## src/rtl/rv32i_fetch_unit.sv

```systemverilog
// Instruction fetch front end: owns the PC, issues word fetches over req/gnt/rvalid and
// queues returned instructions with their PCs for decode. Redirects flush and drop stale data.
module rv32i_fetch_unit #(
  parameter logic [31:0] RESET_PC   = 32'h0000_0000,
  parameter int unsigned FIFO_DEPTH = 2
) (
  input  logic        Clk,
  input  logic        Reset_n,
  output logic        imem_req,
  output logic [31:0] imem_addr,
  input  logic        imem_gnt,
  input  logic        imem_rvalid,
  input  logic [31:0] imem_rdata,
  input  logic        redirect_valid,
  input  logic [31:0] redirect_pc,
  input  logic        id_ready,
  output logic        id_valid,
  output logic [31:0] id_inst,
  output logic [31:0] id_pc,
  output logic        fetch_misaligned
);

  localparam int unsigned AW  = (FIFO_DEPTH > 1) ? $clog2(FIFO_DEPTH) : 1;
  localparam int unsigned CW  = AW + 1;
  localparam logic [31:0] NOP = 32'h0000_0013;

  typedef logic [AW-1:0] ptr_t;
  typedef logic [CW-1:0] cnt_t;

  logic [31:0] pc_q, pc_d;
  cnt_t        out_q, out_d;
  cnt_t        drop_q, drop_d;
  cnt_t        cnt_q, cnt_d;
  ptr_t        wr_q, wr_d, rd_q, rd_d;
  ptr_t        aw_q, aw_d, ar_q, ar_d;
  logic        mis_q, mis_d;

  logic [31:0] inst_mem [FIFO_DEPTH];
  logic [31:0] ipc_mem  [FIFO_DEPTH];
  logic [31:0] apc_mem  [FIFO_DEPTH];

  logic pop, issue, resp, push;
  cnt_t used;

  assign id_valid         = (cnt_q != '0);
  assign id_inst          = id_valid ? inst_mem[rd_q] : NOP;
  assign id_pc            = id_valid ? ipc_mem[rd_q] : 32'h0;
  assign imem_addr        = {pc_q[31:2], 2'b00};
  assign fetch_misaligned = mis_q;

  always_comb begin
    pop      = id_valid & id_ready & ~redirect_valid;
    // A head pop this cycle frees its slot, which keeps one fetch per cycle at depth 2.
    used     = out_q + cnt_q - cnt_t'(pop);
    imem_req = Reset_n & ~redirect_valid & ~mis_q & (used < cnt_t'(FIFO_DEPTH));
    issue    = imem_req & imem_gnt;
    resp     = imem_rvalid & (out_q != '0);
    push     = resp & (drop_q == '0) & ~redirect_valid;
  end

  always_comb begin
    pc_d   = pc_q;
    out_d  = out_q + cnt_t'(issue) - cnt_t'(resp);
    drop_d = drop_q;
    cnt_d  = cnt_q;
    wr_d   = wr_q;
    rd_d   = rd_q;
    aw_d   = issue ? aw_q + ptr_t'(1) : aw_q;
    ar_d   = resp ? ar_q + ptr_t'(1) : ar_q;
    mis_d  = mis_q;
    if (redirect_valid) begin
      pc_d   = redirect_pc;
      // Everything still in flight is stale; a response landing now is already consumed.
      drop_d = out_q - cnt_t'(resp);
      cnt_d  = '0;
      wr_d   = '0;
      rd_d   = '0;
      mis_d  = (redirect_pc[1:0] != 2'b00);
    end else begin
      if (issue) pc_d = pc_q + 32'd4;
      if (resp && (drop_q != '0)) drop_d = drop_q - cnt_t'(1);
      cnt_d = cnt_q + cnt_t'(push) - cnt_t'(pop);
      if (push) wr_d = wr_q + ptr_t'(1);
      if (pop) rd_d = rd_q + ptr_t'(1);
    end
  end

  always_ff @(posedge Clk or negedge Reset_n) begin
    if (!Reset_n) begin
      pc_q   <= RESET_PC;
      out_q  <= '0;
      drop_q <= '0;
      cnt_q  <= '0;
      wr_q   <= '0;
      rd_q   <= '0;
      aw_q   <= '0;
      ar_q   <= '0;
      mis_q  <= 1'b0;
    end else begin
      pc_q   <= pc_d;
      out_q  <= out_d;
      drop_q <= drop_d;
      cnt_q  <= cnt_d;
      wr_q   <= wr_d;
      rd_q   <= rd_d;
      aw_q   <= aw_d;
      ar_q   <= ar_d;
      mis_q  <= mis_d;
    end
  end

  // Storage needs no reset; occupancy is tracked by the counters above.
  always_ff @(posedge Clk) begin
    if (issue) apc_mem[aw_q] <= pc_q;
    if (push) begin
      inst_mem[wr_q] <= imem_rdata;
      ipc_mem[wr_q]  <= apc_mem[ar_q];
    end
  end

endmodule

```

## config.mk

```make
export PLATFORM = sky130hd
export DESIGN_NAME = rv32i_fetch_unit
export DESIGN_NICKNAME = d
export VERILOG_FILES = /design/src/rtl/rv32i_fetch_unit.sv
export SDC_FILE = /design/constraint.sdc
export NUM_CORES = 1
export LEC_CHECK = 0
export CORE_UTILIZATION = 51
export DETAILED_ROUTE_END_ITERATION = 6
export PLACE_DENSITY = 0.86
export SLEW_MARGIN = 20
export SYNTH_ARGS = -nofsm -noshare
export SYNTH_HDL_FRONTEND = slang
export SYNTH_SLANG_ARGS = --single-unit
```

## constraint.sdc

```tcl
create_clock -name Clk -period 4.8 [get_ports Clk]
set_clock_uncertainty 0.05 [all_clocks]
set_input_delay 0.72 -clock Clk [delete_from_list [all_inputs] [get_ports Clk]]
set_output_delay 0.72 -clock Clk [all_outputs]
set_load 0.05 [all_outputs]
```

==> run metrics <==
first-pass GRT wire length about 31 mm; synth cell count leaders edfxtp_1, nor2_1, mux2i_1; Peak Freq ~260 MHz; DR pass1 iterations 5; Core Rows 50; DR WL/cell 18.3 um; endpoints failing setup 0; Min Clock Period, post-route between 3 and 4 ns; Warnings, synthesis 0; ANT cells 0; CTS tree yes; Area Overhead vs Synth 24.7%; sequential area share after synthesis 0.686; Initial Utilization 0.526; Post-CTS Hold Buffers 0; die height roughly 140 um; CP Cell Sequence nor2_4 -> inv_1 -> nand2_1 -> nor2_1 -> ha_1 -> and2b_2 -> xnor3_2 -> nor4b_2 -> buf_4; commonest register cell after synthesis edfxtp_1; die area 20100 um^2; Min-Delay Path Class input pin to asynchronous set/reset pin; Max-slew headroom 0.411; Yosys reg bits between 200 and 250; most frequent cell after synthesis edfxtp_1; status finished, final reports clean; Area contributors post-synth edfxtp_1, dfrtp_1, mux2i_1; Worst Tran Pin Value approximately 0.88 ns; Ports roughly 170; crit-path max FO 11; GRT Total Usage 0.203; Crit. End Element output pin; RSZ-0062 raised after global routing no; total CTS buffers 23; post-synth cell types 53; Crit-path slowest cell xnor3_2; CORE AREA around 19000 um^2; Post CTS Setup Buffer Count 0; clock buffer depth 3; WP data required slightly above 4 ns; vias in the first global route 5933; Post-synth ARST share 0.183; cell area after synthesis ~10000 um^2; Core Util, Final 0.656; Worst-path clk slew about 0.07 ns; post-cts sizing count 0; final worst path period share 0.796; final hold vios 0; mean post-synth cell area 14.5 um^2; vias approximately 6000; Final Slew Violations 0; final setup TNS 0 ns; Maximum Capacitance Violations 0; final wirelength around 20 mm; flop2flop setup slack approximately 1.2 ns; power density cells about 450 nW/um^2; Chip Width roughly 140 um; leak pwr between 4 and 5 nW; layout cell share with drive strength beyond 1 0.116; DR vias/cell roughly 5.5; DP HPWL roughly 13 mm; Layout Nets 908; Root Buffer Master clkbuf_16; largest net degree at the start of global routing 62; cell type with the largest total area after synthesis edfxtp_1; worst skew pair latency 0.51 ns; gpl congestion approximately 0.84; 1st-iter DRT viols ~370; initial antenna violation count 0; number of enable flip-flop cells after synthesis ~190; CP max stage delay about 0.48 ns; Max VDD drop 0.226 mV; CTS Sinks about 240; Setup CP Type flip-flop to output pin; H-tree Lvls 1; IO buf count 166; area share of the largest cell type after synthesis 0.578; WP data arrival about 3 ns; GRT overflow 0; startpoint types flip-flop; drc violations 0; Cells after Synth about 700; Final ANT Viol Nets 0
-- path summary, 6_finish.rpt --
kind	startpoint	end	cells past startpoint
setup / recovery	cnt_q[1]	imem_req	9
max in group asynchronous	Reset_n	rd_q	2
hold reg to reg	pc_q[0]	apc_mem[0][0]	0
setup reg to reg	cnt_q[1]	apc_mem[0][14]	11
min in group Clk	pc_q[0]	apc_mem[0][0]	0
hold / removal	Reset_n	pc_q[17]	2
-- worst max-delay path: cells and delay by family, from the launching register on --
kind                       cells  cell delay [ns]
adders and majority gates      1             0.25
and+or+nand+nor                5             0.91
DFF                            1             0.46
xor gates and xnor gates       1             0.48
buffers and inverters          2             0.43
-- placed cells by master (no fill, tap or decap), drive strengths merged, types with 13 or more instances in the layout --
cell / count
clkbuf: 28
edfxtp: 192
mux2: 34
mux2i: 68
a21oi: 13
nand2: 34
buf: 14
nor2: 82
o21ai: 18
dfrtp: 43
inv: 23
clkdlybuf4s50: 163
nand3: 16
-- state kept, by name, summed over array words and instances, names as in the netlist, 2 cells and up --
signal / cells
out_q: 2
apc_mem: 64
pc_q: 32
drop_q: 2
cnt_q: 2
ipc_mem: 64
inst_mem: 64
-- kinds of logic after synthesis --
| kind of cell | count (synthesis) | share of synthesized area |
|---|---|---|
| other | 1 | 0.000376 |
| adder cells (fa/ha/maj) | 8 | 0.0100 |
| XOR/XNOR | 14 | 0.0153 |
| AO/OA/AOI/OAI | 71 | 0.0499 |
| buffers and inverters | 85 | 0.0478 |
| AND/OR/NAND/NOR | 174 | 0.0838 |
| multiplexers | 102 | 0.107 |
| flip-flops | 235 | 0.686 |
-- stage by stage --
| step | total power [mW] | hold slack, ns | std cells | instance area, um^2 | worst slack, ns |
|---|---|---|---|---|---|
| 3_3_place_gp | 3.84 | 0.401 | 1065 | 11700 | 0.842 |
| 2_1_floorplan | 3.48 | 0.374 | 691 | 9980 | 0.143 |
| 4_1_cts | 5.58 | 0.272 | 1106 | 12400 | 0.966 |
| 6_report | 5.55 | 0.263 | 1106 | 12400 | 0.978 |
| 5_1_grt | 5.75 | 0.305 | 1106 | 12400 | 0.789 |
| 3_5_place_dp | 3.88 | 0.414 | 1065 | 11700 | 0.782 |
-- final cells by class --
cell class / instances / area [um^2]
tap: 260 / 325
fill: 1296 / 6520
clock inverter: 13 / 119
timing repair buffer: 177 / 1770
clock buffer: 28 / 594
inverter: 22 / 85.1
sequential: 235 / 6850
multi-input combinational: 371 / 2700
-- where the power goes --
part / internal [mW] / switching [mW] / leakage (nW)
logic: 0.513 / 0.790 / 1.65
registers: 2.38 / 0.158 / 2.25
clock network: 0.990 / 0.720 / 0.354
total: 3.88 / 1.67 / 4.26
-- metal layers --
metal	track usage	wire [um]
met1	0.254	8070
met2	0.360	10300
met3	0.0331	1420
met4	0.0611	420
met5	0	0
(Power assumes the default switching activity.)
